===== config.mk =====
export PLATFORM = sky130hd
export DESIGN_NAME = result_dst_pipe
export DESIGN_NICKNAME = d
export VERILOG_FILES = /design/src/rtl/result_dst_pipe.sv
export SDC_FILE = /design/constraint.sdc
export NUM_CORES = 1
export LEC_CHECK = 0
export CAP_MARGIN = 20
export CORE_MARGIN = 8
export CORE_UTILIZATION = 50
export CTS_BUF_LIST = sky130_fd_sc_hd__clkbuf_8 sky130_fd_sc_hd__clkbuf_16
export CTS_CLUSTER_DIAMETER = 120
export CTS_CLUSTER_SIZE = 25
export DETAILED_ROUTE_END_ITERATION = 7
export HOLD_SLACK_MARGIN = 0.12
export PLACE_DENSITY = 0.84
export SKIP_LAST_GASP = 1
export SLEW_MARGIN = 10
export SYNTH_ARGS = -nofsm -noshare
export SYNTH_HDL_FRONTEND = slang
export SYNTH_SLANG_ARGS = --single-unit

===== constraint.sdc =====
create_clock -name clk -period 2.52 [get_ports clk]
set_clock_uncertainty 0.05 [all_clocks]
set_input_delay 0.756 -clock clk [delete_from_list [all_inputs] [get_ports clk]]
set_output_delay 0.756 -clock clk [all_outputs]
set_load 0.05 [all_outputs]

===== src/rtl/result_dst_pipe.sv =====
// Destination-register pipeline with per-register pending-write counters.
// Instructions reading a register that still has an in-flight write are held off via hazard.
module result_dst_pipe #(
    parameter int AW    = 2,
    parameter int DEPTH = 2
) (
    input  logic                         clk,
    input  logic                         rst_n,
    input  logic                         in_valid,
    input  logic [AW-1:0]                RIn1,
    input  logic [AW-1:0]                RIn2,
    input  logic [AW-1:0]                D,
    input  logic [1:0]                   DstType,
    input  logic                         flush,
    output logic                         hazard,
    output logic                         accept,
    output logic                         out_valid,
    output logic                         out_we,
    output logic [AW-1:0]                out_dst,
    output logic [$clog2(DEPTH+1)-1:0]   inflight
);
    localparam int CW   = $clog2(DEPTH + 1);
    localparam int NREG = 2 ** AW;

    logic [DEPTH-1:0] valid_q, valid_d;
    logic [DEPTH-1:0] we_q, we_d;
    logic [AW-1:0]    dst_q [DEPTH];
    logic [AW-1:0]    dst_d [DEPTH];
    logic [CW-1:0]    cnt_q [NREG];
    logic [CW-1:0]    cnt_d [NREG];

    logic             dec_we;
    logic [AW-1:0]    dec_dst;

    always_comb begin
        dec_we  = 1'b1;
        dec_dst = RIn1;
        case (DstType)
            2'b00:   dec_dst = RIn1;
            2'b01:   dec_dst = ~(RIn1 | RIn2);
            2'b10:   dec_dst = D;
            default: begin
                dec_dst = '0;
                dec_we  = 1'b0;
            end
        endcase
    end

    assign hazard = in_valid & ((cnt_q[RIn1] != '0) | (cnt_q[RIn2] != '0));
    assign accept = in_valid & ~hazard & ~flush;

    assign out_valid = valid_q[DEPTH-1];
    assign out_we    = we_q[DEPTH-1];
    assign out_dst   = dst_q[DEPTH-1];

    // Stage 1 carries zeros for we/dst when empty, so the output stage is clean when invalid.
    always_comb begin
        valid_d[0] = accept;
        we_d[0]    = accept & dec_we;
        dst_d[0]   = accept ? dec_dst : '0;
        for (int k = 1; k < DEPTH; k++) begin
            valid_d[k] = valid_q[k-1];
            we_d[k]    = we_q[k-1];
            dst_d[k]   = dst_q[k-1];
        end
        for (int r = 0; r < NREG; r++) begin
            cnt_d[r] = cnt_q[r];
            if (accept && dec_we && (dec_dst == AW'(r)))
                cnt_d[r] = cnt_d[r] + CW'(1);
            if (out_valid && out_we && (out_dst == AW'(r)))
                cnt_d[r] = cnt_d[r] - CW'(1);
        end
        if (flush) begin
            valid_d = '0;
            we_d    = '0;
            for (int k = 0; k < DEPTH; k++) dst_d[k] = '0;
            for (int r = 0; r < NREG; r++) cnt_d[r] = '0;
        end
    end

    always_ff @(posedge clk or negedge rst_n) begin
        if (!rst_n) begin
            valid_q <= '0;
            we_q    <= '0;
            for (int k = 0; k < DEPTH; k++) dst_q[k] <= '0;
            for (int r = 0; r < NREG; r++) cnt_q[r] <= '0;
        end else begin
            valid_q <= valid_d;
            we_q    <= we_d;
            for (int k = 0; k < DEPTH; k++) dst_q[k] <= dst_d[k];
            for (int r = 0; r < NREG; r++) cnt_q[r] <= cnt_d[r];
        end
    end

    always_comb begin
        inflight = '0;
        for (int k = 0; k < DEPTH; k++)
            inflight = inflight + CW'(valid_q[k]);
    end

endmodule


==> summary.md, run 1 <==
| Metric | Value |
|---|---|
| Outcome | `finished with violations` |
| Violations in the final reports | `negative setup slack` |
| Synthesized netlist cell count | `109` |
| Power Dens Cells | `447.4 mW/mm²` |
| Global-route total usage across every layer | `13.83%` |
| Horizontal extent of the die | `61.47 µm` |
| Maximum level of the CTS H-tree | `1` |
| Hold Fails Final Rpt | `0` |
| Maximum clock rate | `0.3940 GHz` |
| Pins Over Slew Limit | `0` |
| Dpl ws | `-541.0 ps` |
| FF+latch count, synth | `16` |
| Path type of the worst setup path | `input pin to output pin` |
| Total number of vias | `948` |
| Worst-path maximum fanout | `5` |
| Synth cell types | `40` |
| Sequential Area | `400.4 µm²` |
| # diodes | `0` |
| Required time of the critical path | `1710 ps` |
| Highest-count cells in the layout ignoring fill and taps | `buf_4 (18), nor2_1 (16), dfrtp_1 (16)` |
| Total power | `0.6678 mW` |
| Final design area excluding fillers | `0.001493 mm²` |
| Grt total ovfl | `0` |
| Routed wirelength normalized by instance count | `15.65 µm` |
| Count of fill cells added during filler insertion | `151` |
| Proportion of synthesized chip area in sequential cells | `38.74%` |
| Global-route wire length before repair | `3829 µm` |
| Core ar. | `0.001962 mm²` |
| Actual transition at the worst max-transition pin | `709.9 ps` |
| Number of CTS-inserted buffers | `3` |
| Post-synthesis cell area | `0.001033 mm²` |
| Post-layout minimum cycle time | `2538 ps` |
| Port bufs | `19` |
| Endpoints failing setup | `1` |
| Commonest non-fill, non-tap cell in the layout | `buf_4` |
| Register clock-pin slew on the reported worst setup and hold paths | `60 ps` |
| Hpwl dp | `1801 µm` |
| Number of antenna-violating nets in the routed design | `0` |
| Number of buffers between clock root and the deepest sink | `2` |
| Floorplan die height | `61.47 µm` |
| Area taken by multi-input logic gates | `676.9 µm²` |
| Starting utilization of the core area | `52.68%` |
| Period Utilization, post-route | `100.7%` |
| Layout cell share with drive strength beyond 1 | `34.27%` |
| Ports placed on the boundary | `20` |
| Total wire length after detailed routing | `2660 µm` |
| CTS tree | `done` |
| Warnings from Yosys | `0` |
| Kind of start point of the critical path | `input pin` |
| Average instance area after synthesis | `9.482 µm²` |
| Leakage power of the design | `0.7075 nW` |
| Synth-to-Final Area Change | `44.43%` |
| Final #Nets | `157` |
| Final GP Congestion | `0.9156` |
| Detailed-routing iteration count for the pre-antenna-repair pass | `4` |
| Kind of end point of the critical path | `output pin` |
| Worst hold path class | `register to register` |
| Number of nets produced by synthesis | `122` |
| Drt drc | `0` |
| Largest vdd supply drop | `0.0002927 V` |
| Violation count after the first detailed-route iteration | `28` |
| Endpoint arrival time on the critical path | `1730 ps` |
| Pin count of the biggest net entering global routing | `17` |
| Post-DR vias/cell | `5.576` |
| Number of sinks driven by the clock tree | `16` |
| Clock root buffer master | `clkbuf_8` |
| Number of max-capacitance violations reported | `0` |
| Number of global-route vias before repair | `883` |
| Std cell rows | `16` |
| Initial antenna violation count | `0` |
| Worst-skew pair later-pin latency | `250 ps` |
| Overall die area | `0.003778 mm²` |
| Slew margin rel. | `52.52%` |
| RSZ-0062 raised after global routing | `yes` |
| Cts hold-fix bufs | `0` |
| Final setup slack of the worst path | `-18.29 ps` |
| Cell area after placement | `0.001310 mm²` |
==> metrics by stage <==
step	cells	hold WS (ps)	TNS (ps)	util [%]
2_1_floorplan	109	388.5	-947.6	-
3_3_place_gp	159	390.8	-3027	66.77
3_5_place_dp	159	401.7	-3930	66.77
4_1_cts	165	415.2	0	71.43
5_1_grt	170	424.2	-111.7	76.08
6_report	170	410.0	-18.29	76.08
==> per-layer routing <==
metal  wire [µm]  track usage, %  up-vias
li1            -               -      453
met1        1038           15.82      448
met2        1327           23.58       37
met3         175          0.4175       10
met4         119           11.04        0
met5           0               0        -
==> worst max-delay path, stage by stage <==
cell,delay [ps]
buf_8,100
or2b_4,200
a21oi_4,70
nor4_4,410
buf_12,190
==> registers in the layout (all words and copies together) (netlist names) <==
register	count
valid_q	2
we_q	2
out_dst	2
dst_q	2
cnt_q	8
==> cell type report <==
class | instances | area share [%]
Sequential cell | 16 | 26.82
Timing Repair Buffer | 35 | 21.63
Tap cell | 27 | 2.263
Inverter | 1 | 0.2515
Multi-Input combinational cell | 87 | 45.35
Clock buffer | 4 | 3.688
==> Yosys cell counts <==
| cell type | number | share of area [%] |
|---|---|---|
| o21ai_0 | 3 | 1.5 |
| nand2b_1 | 3 | 1.8 |
| nor4_1 | 2 | 1.2 |
| o21a_1 | 3 | 2.2 |
| xnor2_1 | 4 | 3.4 |
| xor2_1 | 1 | 0.85 |
| o31a_1 | 1 | 0.85 |
| nor4_4 | 1 | 2.1 |
| a22oi_1 | 1 | 0.73 |
| nor3_1 | 2 | 0.97 |
| a311oi_1 | 1 | 0.85 |
| ha_1 | 1 | 1.2 |
| inv_1 | 1 | 0.36 |
| and4_2 | 1 | 0.97 |
| o22a_2 | 1 | 0.97 |
| a21oi_2 | 2 | 1.7 |
| mux2i_1 | 4 | 3.9 |
| nand4_1 | 3 | 1.8 |
| o22ai_2 | 1 | 1.2 |
| o31a_2 | 1 | 0.97 |
| and3_2 | 1 | 0.73 |
| nor3b_1 | 1 | 0.73 |
| dfrtp_1 | 16 | 39 |
| nand3_1 | 3 | 1.5 |
| clkbuf_1 | 2 | 0.73 |
| mux2_1 | 3 | 3.3 |
| nor4b_1 | 1 | 0.85 |
| and3b_1 | 1 | 0.85 |
| nor2b_1 | 7 | 4.2 |
| a21oi_1 | 2 | 0.97 |
| nor2_1 | 17 | 6.2 |
| nand4b_1 | 1 | 0.85 |
| o211a_1 | 1 | 0.97 |
| or2b_1 | 2 | 1.5 |
| buf_4 | 3 | 2.2 |
| or3b_2 | 1 | 0.85 |
| or2b_2 | 1 | 0.85 |
| nand2_1 | 4 | 1.5 |
| and2_1 | 3 | 1.8 |
| and2_2 | 2 | 1.5 |
==> what timing repair did <==
item,4_1_cts,5_1_grt
setup buffers,2,5
hold endpoints to repair,0,0
setup endpoints to repair,7,6
gates cloned,0,0
gates resized for setup,27,14
pin swaps,7,5
==> report_power, final <==
part / switching, mW / internal [mW]
clock: 0.0886 / 0.139
sequential: 0.00642 / 0.266
combinational: 0.0887 / 0.0798
total: 0.184 / 0.484
==> cells by family (layout without fill, tap and decap cells) <==
| family | after synthesis | after routing | share of synthesized area [%] |
|---|---|---|---|
| DFF | 16 | 16 | 38.74 |
| adders and majority gates | 1 | 1 | 1.210 |
| AOI/OAI and AO/OA | 17 | 17 | 12.83 |
| buffers and inverters | 6 | 40 | 3.269 |
| muxes | 7 | 7 | 7.143 |
| and+or+nand+nor | 57 | 57 | 32.57 |
| xor gates and xnor gates | 5 | 5 | 4.237 |
==> worst paths after layout <==
check                      slack (ps)    endpoint  depth (start not counted)  startpoint
min in group asynchronous         880  valid_q[0]                          1       rst_n
max in group asynchronous        1090    dst_q[3]                          1       rst_n
setup reg to reg                  280    cnt_q[7]                          7    cnt_q[4]
hold / removal                    410  out_dst[1]                          1    dst_q[3]
hold reg to reg                   410  out_dst[1]                          1    dst_q[3]
setup / recovery                  -20      accept                          5     RIn1[0]
Power figures use the tool's default switching activity.
==> run 2: changes to the inputs <==
--- a/config.mk
+++ b/config.mk
@@ -13,7 +13,7 @@
 export CTS_CLUSTER_SIZE = 25
 export DETAILED_ROUTE_END_ITERATION = 7
 export HOLD_SLACK_MARGIN = 0.12
-export PLACE_DENSITY = 0.84
+export PLACE_DENSITY = 0.83
 export SKIP_LAST_GASP = 1
 export SLEW_MARGIN = 10
 export SYNTH_ARGS = -nofsm -noshare
==> run 2 against run 1 <==
  * The flow now finishes without violations
  * Wire length shrank 3.9%
  * Critical path depth did not move
  * Worst setup slack improved by 19 ps
  * Flip-flop and latch count stayed put
  * Combinational power decreased by 4%
  * Highest routed layer unchanged
  * Utilization shrank 1.7 points
  * Maximum frequency up 0.76%
  * Cell area fell by 2.2%
==> summary.md, run 2 (synthesis results as in run 1) <==
| Metric | Value |
|---|---|
| Leakage power of the design | `0.6887 nW (-2.7%)` |
| Kind of start point of the critical path | `input pin` |
| RSZ-0062 raised after global routing | `yes` |
| Total wire length after detailed routing | `2556 µm (-3.9%)` |
| Synth-to-Final Area Change | `41.28%` |
| Slew margin rel. | `52.03% (-0.50 points)` |
| Pins Over Slew Limit | `0 (unchanged)` |
| Core ar. | `0.001962 mm² (unchanged)` |
| Pin count of the biggest net entering global routing | `17 (unchanged)` |
| Global-route wire length before repair | `4015 µm (+4.9%)` |
| Count of fill cells added during filler insertion | `143 (-5.3%)` |
| Final GP Congestion | `0.9055 (-1.1%)` |
| Violation count after the first detailed-route iteration | `20 (-29%)` |
| Kind of end point of the critical path | `output pin` |
| Starting utilization of the core area | `52.68% (unchanged)` |
| Required time of the critical path | `1710 ps (about the same)` |
| Port bufs | `19 (unchanged)` |
| Cts hold-fix bufs | `0 (unchanged)` |
| Worst hold path class | `register to register` |
| Maximum clock rate | `0.3970 GHz (+0.76%)` |
| Number of max-capacitance violations reported | `0 (unchanged)` |
| Drt drc | `0 (unchanged)` |
| Outcome | `completed` |
| Routed wirelength normalized by instance count | `15.31 µm (-2.2%)` |
| Highest-count cells in the layout ignoring fill and taps | `nor2_1 (17), dfrtp_1 (16), buf_4 (14)` |
| Clock root buffer master | `clkbuf_8` |
| Endpoints failing setup | `0 (-1)` |
| Horizontal extent of the die | `61.47 µm (unchanged)` |
| Path type of the worst setup path | `input pin to output pin` |
| Total power | `0.6600 mW (-1.2%)` |
| Cell Chain, Critical Path | `buf_2, a22oi_2, o22ai_4, o31a_2, buf_12` |
| Overall die area | `0.003778 mm² (unchanged)` |
| Global-route total usage across every layer | `14.63% (+0.80 points)` |
| # diodes | `0 (unchanged)` |
| Largest vdd supply drop | `0.0002948 V (+0.74%)` |
| Period Utilization, post-route | `99.96% (-0.76 points)` |
| Std cell rows | `16 (unchanged)` |
| Power Dens Cells | `452.0 mW/mm² (+1.0%)` |
| Worst-skew pair later-pin latency | `250 ps (about the same)` |
| Endpoint arrival time on the critical path | `1710 ps (-20 ps)` |
| Grt total ovfl | `0 (unchanged)` |
| Worst-path maximum fanout | `5 (unchanged)` |
| Number of flip-flops in the largest register | `8 (unchanged)` |
| CTS tree | `done` |
| Hold Fails Final Rpt | `0 (unchanged)` |
| Placed Cells | `160 (+0.63%)` |
| Detailed-routing iteration count for the pre-antenna-repair pass | `4 (unchanged)` |
| Ports placed on the boundary | `20 (unchanged)` |
| Actual transition at the worst max-transition pin | `717.4 ps (+7.447 ps)` |
| Initial antenna violation count | `0 (unchanged)` |
| Layout cell share with drive strength beyond 1 | `32.14% (-2.1 points)` |
| Number of global-route vias before repair | `914 (+3.5%)` |
| Floorplan die height | `61.47 µm (unchanged)` |
| Worst path slowest cell | `o31a_2` |
| Post-DR vias/cell | `5.449 (-2.3%)` |
| Number of antenna-violating nets in the routed design | `0 (unchanged)` |
| Maximum level of the CTS H-tree | `1 (unchanged)` |
| Final standard cell count with taps included and fillers excluded | `167 (-1.8%)` |
| Post-layout minimum cycle time | `2519 ps (-19.24 ps)` |
| Number of sinks driven by the clock tree | `16 (unchanged)` |
| Final #Nets | `154 (-1.9%)` |
| Delay of the slowest critical-path stage | `320 ps (-90 ps)` |
| Total number of vias | `910 (-4.0%)` |
| Commonest non-fill, non-tap cell in the layout | `nor2_1` |
| Number of buffers between clock root and the deepest sink | `2 (unchanged)` |
| Number of CTS-inserted buffers | `3 (unchanged)` |
| Largest register by flop count | `cnt_q` |
| Register clock-pin slew on the reported worst setup and hold paths | `60 ps (about the same)` |
| Hpwl dp | `1833 µm (+1.8%)` |
[run 2: cell types whose count changed in the layout (fill, tap and decap cells not counted), sizes merged]
cell and delta:
buf -3, clkdlybuf4s50 -1, dlymetal6s2s +1
[run 2: worst max-delay path, delay by kind of cell]
kind                   cells  cell delay [ps]
AO/OA/AOI/OAI              3              650
buffers and inverters      2              300
[run 2: path summary, 6_finish.rpt]
path / end / from / cells past startpoint / slack, ps
setup / recovery: hazard / RIn2[0] / 5 / 1
hold / removal: out_dst[1] / dst_q[3] / 1 / 410
setup reg to reg: cnt_q[7] / cnt_q[4] / 7 / 330
hold reg to reg: out_dst[1] / dst_q[3] / 1 / 410
max in group asynchronous: dst_q[2] / rst_n / 1 / 1080
min in group asynchronous: valid_q[0] / rst_n / 1 / 890
[run 2: area by class of cell]
| cell class | count | area (µm²) | area share (%) |
|---|---|---|---|
| Multi-Input combinational cell | 87 | 670.6 | 45.93 |
| Sequential cell | 16 | 400.4 | 27.42 |
| Timing Repair Buffer | 32 | 296.5 | 20.31 |
| Clock buffer | 4 | 55.05 | 3.770 |
| Tap cell | 27 | 33.78 | 2.314 |
| Inverter | 1 | 3.754 | 0.2571 |
[run 2: per-layer routing]
layer,track usage (%),share of wire (%),vias up
met5,0,0,-
met4,11.04,2.5,0
met3,1.879,4.7,4
met2,25.07,51,28
met1,16.04,41,429
li1,-,-,449
[run 2: power by group]
group          switching (mW)  internal (mW)
combinational          0.0873         0.0753
clock                  0.0864          0.139
sequential            0.00673          0.266
[run 2: metrics by stage]
step	TNS, ps	hold WS [ps]	utilization (%)	setup WS (ps)	cell area (µm²)
global route	-61.26	459.5	74.43	-42.31	1460
floorplan	-947.6	388.5	-	-281.6	1033
global placement	-3058	392.3	67.16	-462.0	1318
detailed placement	-3758	396.3	67.16	-522.4	1318
finish	0	407.5	74.43	0.9553	1460
CTS	0	409.9	71.88	9.923	1410
[run 2: what timing repair did]
| item | CTS | global route |
|---|---|---|
| setup buffers | 2 | 1 |
| resized for setup | 28 | 10 |
| pin swaps | 7 | 4 |
| endpoints found under the setup margin | 7 | 7 |
